[config.mk]
export PLATFORM = sky130hd
export DESIGN_NAME = control_signals
export DESIGN_NICKNAME = d
export VERILOG_FILES = /design/src/rtl/control_signals.sv
export SDC_FILE = /design/constraint.sdc
export NUM_CORES = 1
export LEC_CHECK = 0
export ABC_AREA = 1
export CORE_MARGIN = 10
export CORE_UTILIZATION = 25
export DETAILED_ROUTE_END_ITERATION = 10
export PLACE_DENSITY = 0.43
export SETUP_SLACK_MARGIN = 0.05
export SYNTH_ARGS = -nofsm -noshare
export SYNTH_HDL_FRONTEND = slang
export SYNTH_SLANG_ARGS = --single-unit
[constraint.sdc]
create_clock -name clk -period 1.8 [get_ports clk]
set_input_delay 0.18 -clock clk [delete_from_list [all_inputs] [get_ports clk]]
set_output_delay 0.18 -clock clk [all_outputs]
set_load 0.01 [all_outputs]
[src/rtl/control_signals.sv]
// CCD readout timing generator: divides clk into pixel periods and drives the shift clocks,
// the per-pixel reset gate and the once-per-line transfer pulse from registered decode.
module control_signals #(
  parameter int unsigned PIXELS = 8
) (
  input  logic       clk,
  input  logic       rst_n,
  input  logic [3:0] max_val,
  output logic       phi_p,
  output logic       phi_l1,
  output logic       phi_l2,
  output logic       phi_r
);

  localparam int unsigned PixW = (PIXELS > 1) ? $clog2(PIXELS) : 1;
  localparam logic [PixW-1:0] PixLast = PixW'(PIXELS - 1);

  logic [3:0]      count_q, count_d;
  logic [3:0]      period_q, period_d;
  logic [PixW-1:0] pix_q, pix_d;
  logic [3:0]      max_eff;
  logic [4:0]      half;
  logic            wrap;

  logic phi_p_q, phi_p_d;
  logic phi_l1_q, phi_l1_d;
  logic phi_l2_q, phi_l2_d;
  logic phi_r_q, phi_r_d;

  // Period counter and pixel index; max_val is only looked at on the wrap edge.
  always_comb begin
    max_eff  = (max_val < 4'd3) ? 4'd3 : max_val;
    wrap     = (count_q >= period_q);
    count_d  = count_q + 4'd1;
    period_d = period_q;
    pix_d    = pix_q;
    if (wrap) begin
      count_d  = 4'd0;
      period_d = max_eff;
      pix_d    = (pix_q == PixLast) ? '0 : pix_q + 1'b1;
    end
  end

  // Decode of the current state; registered below so the pins are glitch-free.
  always_comb begin
    half     = ({1'b0, period_q} + 5'd1) >> 1;
    phi_r_d  = (count_q == 4'd0);
    phi_p_d  = 1'b0;
    phi_l1_d = 1'b0;
    phi_l2_d = 1'b0;
    if (pix_q == '0) begin
      phi_p_d  = (count_q != 4'd0) && (count_q < period_q);
      phi_l1_d = 1'b1;
    end else begin
      phi_l1_d = ({1'b0, count_q} < half);
      phi_l2_d = ~phi_l1_d;
    end
  end

  always_ff @(posedge clk or negedge rst_n) begin
    if (!rst_n) begin
      count_q  <= 4'd0;
      period_q <= 4'd15;
      pix_q    <= '0;
      phi_p_q  <= 1'b0;
      phi_l1_q <= 1'b0;
      phi_l2_q <= 1'b0;
      phi_r_q  <= 1'b0;
    end else begin
      count_q  <= count_d;
      period_q <= period_d;
      pix_q    <= pix_d;
      phi_p_q  <= phi_p_d;
      phi_l1_q <= phi_l1_d;
      phi_l2_q <= phi_l2_d;
      phi_r_q  <= phi_r_d;
    end
  end

  assign phi_p  = phi_p_q;
  assign phi_l1 = phi_l1_q;
  assign phi_l2 = phi_l2_q;
  assign phi_r  = phi_r_q;

endmodule

Yosys cells after proc, flatten, opt, wreduce, memory -nomap -nowiden:

Cells that the tools add are included.

* register bits after elaboration: 15
* input bits: 6
* output and inout port bits: 4
* word-level logic and storage cells: 26

* add/sub/neg operators: 3
* magnitude comparators: 4
* equal/unequal tests: 1
* multiplexer cells: 6
* bitwise operators: 1
* reductions and logical operators: 4

Operator list (number)
* 4-bit less-than comparator: 2
* 4-bit two-way mux: 2
* 4-bit by 1-bit adder with 5-bit output, second input constant: 1
* 4-bit by 1-bit adder with 4-bit output, second input constant: 1
* 4-bit greater-or-equal comparator: 1
* 4-bit logical NOT: 1
* 4-bit by 2-bit less-than comparator with 1-bit output, second input constant: 1
* 4-bit nonzero test: 1
* 3-bit by 1-bit adder with 3-bit output, second input constant: 1
* 3-bit == test, second input constant: 1
* 3-bit logical NOT: 1
* 1-bit two-way mux: 3
* 3-bit two-way mux: 1
* 1-bit logical AND: 1
* 1-bit NOT: 1

Logic depth before layout (Yosys ltp):

* depth after elaboration: 4
* depth in mapped cells: 10
* gate-level depth less buffers: 9

Worst setup path before layout:

OpenSTA, ideal clock, no wires.

* path kind: register to register
* from: reg period_q[3]
* to: reg pix_q[2]
* library setup time: 0.117 ns
* data arrival time: 1.465 ns
* required time: 1.683 ns
* slack: 0.218 ns
* stages on the path, launching flop included: 8
* buffers on the path: 1
* period minus slack after synthesis: 1.582 ns
* cells stage by stage: dfstp_2 inv_1 ha_1 a21oi_4 nand3_2 buf_6 nand2_1 nand2_1

* cells in the longest elaborated chain, start to end: 1

RTL lines
* start: declaration: RTL line 19 `logic [3:0] period_q, period_d;`
* start signal: assignment: RTL line 71 `period_q <= period_d;`
* 4-bit greater-or-equal comparator: RTL line 33 `wrap = (count_q >= period_q);`
* end signal: assignment: RTL line 72 `pix_q <= pix_d;`
* end: declaration: RTL line 20 `logic [PixW-1:0] pix_q, pix_d;`

Every way passes these cells.
A chain may end at the register's enable or synchronous reset.

Worst setup path in the final report:

* from: reg period_q[3]
* to: reg phi_p_q (netlist: phi_p)

* cells in the longest elaborated chain, start to end: 3

RTL lines
* 4-bit less-than comparator: RTL line 52 `phi_p_d = (count_q != 4'd0) && (count_q < period_q);`
* 1-bit logical AND: RTL line 52
* 1-bit two-way mux: RTL line 51 `if (pix_q == '0) begin`
* named net phi_p_d: RTL line 25 `logic phi_p_q, phi_p_d;`
* end signal: assignment: RTL line 73 `phi_p_q <= phi_p_d;`
* end: declaration: RTL line 25

The timed path passes the listed nets, and every way through them passes these cells.

==> key figures <==
Critical path
  • Startpoint Class: flip-flop
  • CP endpoint kind: flip-flop
  • Worst R2R Setup Slack: a little over 200 ps
  • Slowest stage delay, CP: around 560 ps
  • Reg-to-Reg Start: period_q[3]
  • Buf/Inv on CP: 2
  • Critical-path cell list: inv_1, ha_1, a21oi_4, buf_4, nand2_1, nor3_1
  • Crit path max-delay family: flip-flops
  • CP Launch Point: period_q[3]
  • Critical path arrival: around 1800 ps
  • Critical path required time: 1950 ps
  • Cell count along the critical path: 6
  • Slowest CP cell: dfstp_2
  • Capture point of the worst path: phi_p
  • R2R cell count: 6
  • R2r endpoint: phi_p
  • Critical-path maximum fanout: 8
  • Crit path kind: reg -> reg

Synthesis
  • Async S/R FF share, synth: between 90% and 100%
  • XOR/XNOR share of the synthesized area: roughly 3.8%
  • Cell with the most instances after synthesis: nand2_1
  • Adder-Cell Fraction of Synth Area: between 10% and 20%
  • Synth Net Count: 121
  • Synth Area in Compound Gates: between 3 and 4%
  • Main combinational cell family by area after synthesis: simple AND/OR/NAND/NOR gates
  • Top cell type's share of synthesized area: a little under a third
  • Post-synth EDFFs: 0
  • Post-synthesis simple-gate area fraction: 24.83%
  • Leading area contributor after synthesis: dfrtp_1
  • #FFs+latches synth: 15
  • Syn_area_per_cell: between 8 and 9 um2
  • Post-synth cell types: 19
  • Yosys warnings: 0
  • Synth top area cells: dfrtp_1, ha_1, dfstp_2, nand2_1, inv_1
  • Cell Area, Synth: 917.1 um2
  • Sequential share of the synthesized area: between 40% and 50%
  • Top post-synthesis cells by count: nand2_1, inv_1, ha_1
  • Multiplexer share of the synthesized area: 0%
  • Synthesized instance count: ~100
  • Main synth FF type: dfrtp_1

CTS
  • CTS Sinks: 15
  • Root Buffer: clkbuf_8
  • CTS H-Tree Depth: 1
  • Maximum clock path buffer count: 2
  • Post-CTS Setup Bufs: 0
  • CTS Buf Count: 3
  • CTS clk-pin slew, worst paths: about 60 ps
  • Worst skew pair latency: 240 ps
  • CTS tree: built

STA
  • Worst Tran Pin Value: around 260 ps
  • Max-slew headroom: between 80% and 90%
  • Final Max Tran Viols: 0
  • FMAX: 626.0 MHz
  • Final worst path period share: just under 90%
  • RSZ-0062 raised after global routing: false
  • # setup viols final: 0
  • Post-route setup slack: roughly 200 ps
  • Setup TNS: 0 ps
  • Final Hold Fails: 0
  • Period minus WS final: 1597 ps
  • Worst Skew: between 1 and 1.5 ps

Cells and area
  • Area delta synth->final: 22.24%
  • Layout cells sized above 1: between 10% and 20%
  • Fin util: around a third
  • Nets: around 140
  • Fillers: 360
  • Antenna cells: 0

Place
  • DP Wirelength: between 1000 and 1500 um
  • Pre-CTS WS: between 100 and 150 ps
  • Final Wtd Congestion: 0.7816
  • PortBufs: 9

Worst hold path
  • Tightest Hold Check Type: in -> async

Routing
  • Remaining DRCs: 0
  • Routed len/inst: 10.44 um
  • Pre-antenna DRT Iters: 4
  • Starting DRT DRC Count: 13
  • Post-Route WL: approximately 1700 um
  • Routed Antenna Nets: 0
  • Vias after detailed routing: between 600 and 700
  • Vias/cell: around 4.1

Die
  • DIE AREA: about 0.0065 mm2
  • IO Pins: 10
  • Row cnt: 21
  • Core ar.: around 0.0034 mm2
  • Die height: approximately 80 um
  • Chip width: approximately 81 um
  • Initial core utilization: 26.64%

Global route
  • GR Layer Usage met1: under 10%
  • Largest net degree at the start of global routing: 16
  • Initial antenna violation count: 0
  • Gr usage total: roughly 6.2%
  • Grt total ovfl: 0
  • Met3 Use GR: approximately 2.6%
  • GR Util met2: around a tenth
  • Global-route wire length before repair: roughly 3200 um
  • Busiest grt layer: met2
  • Vias in the first global route: about 670

Run
  • Max Cap Viol: 0

Run status
  • Outcome: finished, final reports clean
-- stage by stage --
stage	area, um2	hold slack, ps	std cells
after detailed placement	1069	483.1	158
after floorplan	917.1	-115.6	102
after global routing	1121	278.4	162
after global placement	1069	490.8	158
final	1121	257.9	162
after CTS	1114	263.5	162
-- metal layers --
metal	wire, um	vias to the layer above	share of wire (%)
met5	0	-	0
met4	31	0	1.8
met3	96	2	5.7
met2	732	10	43
met1	830	301	49
li1	-	354	-
-- cells by family (layout without fill, tap and decap cells) --
group | count (synthesis) | after routing
DFF | 15 | 15
AOI/OAI and AO/OA | 4 | 4
adders and majority gates | 13 | 13
xor gates and xnor gates | 4 | 4
and+or+nand+nor | 48 | 48
buffers and inverters | 18 | 32
-- final cells by class --
cell class / instances / area (um2) / share of cell area (%)
tap: 46 / 57.56 / 5.134
multi-input combinational: 69 / 469.2 / 41.85
inverter: 17 / 63.81 / 5.692
timing repair buffer: 11 / 105.1 / 9.375
sequential: 15 / 380.4 / 33.93
clock buffer: 4 / 45.04 / 4.018
-- sequential cells by signal, indices dropped and copies added, names as in the netlist --
signal	count
phi_p	1
period_q	4
pix_q	3
phi_l2	1
count_q	4
phi_l1	1
phi_r	1
-- layout by cell type, fill, tap and decap left out --
cell type / instances
xnor2_1: 2
clkdlybuf4s50_1: 9
nand4_1: 7
o21bai_1: 2
nand3_1: 3
ha_1: 13
xor2_1: 2
nand2_1: 27
nor2_1: 6
clkbuf_1: 1
nor3_1: 1
nor3b_1: 1
dfstp_2: 4
inv_1: 16
nand3_4: 1
a21oi_1: 1
nand2_4: 2
buf_4: 2
dfrtp_1: 11
a21oi_4: 1
clkbuf_8: 3
inv_2: 1
-- how the worst min path moves through the flow --
stage | startpoint | endpoint | slack (ps) | cells after the start
after floorplan | rst_n | count_q[0] | -120 | 0
after global placement | count_q[0] | count_q[0] | 490 | 1
after detailed placement | count_q[0] | count_q[0] | 480 | 1
after CTS | rst_n | count_q[1] | 260 | 2
after global routing | rst_n | count_q[1] | 280 | 2
final | rst_n | phi_r | 260 | 2
-- worst reg2reg max path: cells and delay by family, from the launching register on --
kind	cells	cell delay [ps]
DFF	1	560
adders and majority gates	1	320
buffers and inverters	2	230
and+or+nand+nor	2	210
AOI/OAI and AO/OA	1	200
-- repair_timing --
| action | CTS | global route |
|---|---|---|
| hold buffers | 0 | 0 |
| setup endpoints to repair | 0 | 11 |
| resized for setup | 0 | 1 |
Power is left out: the tool's default activity adds up to more than one toggle a clock period on the data nets, which glitch-free logic cannot reach.
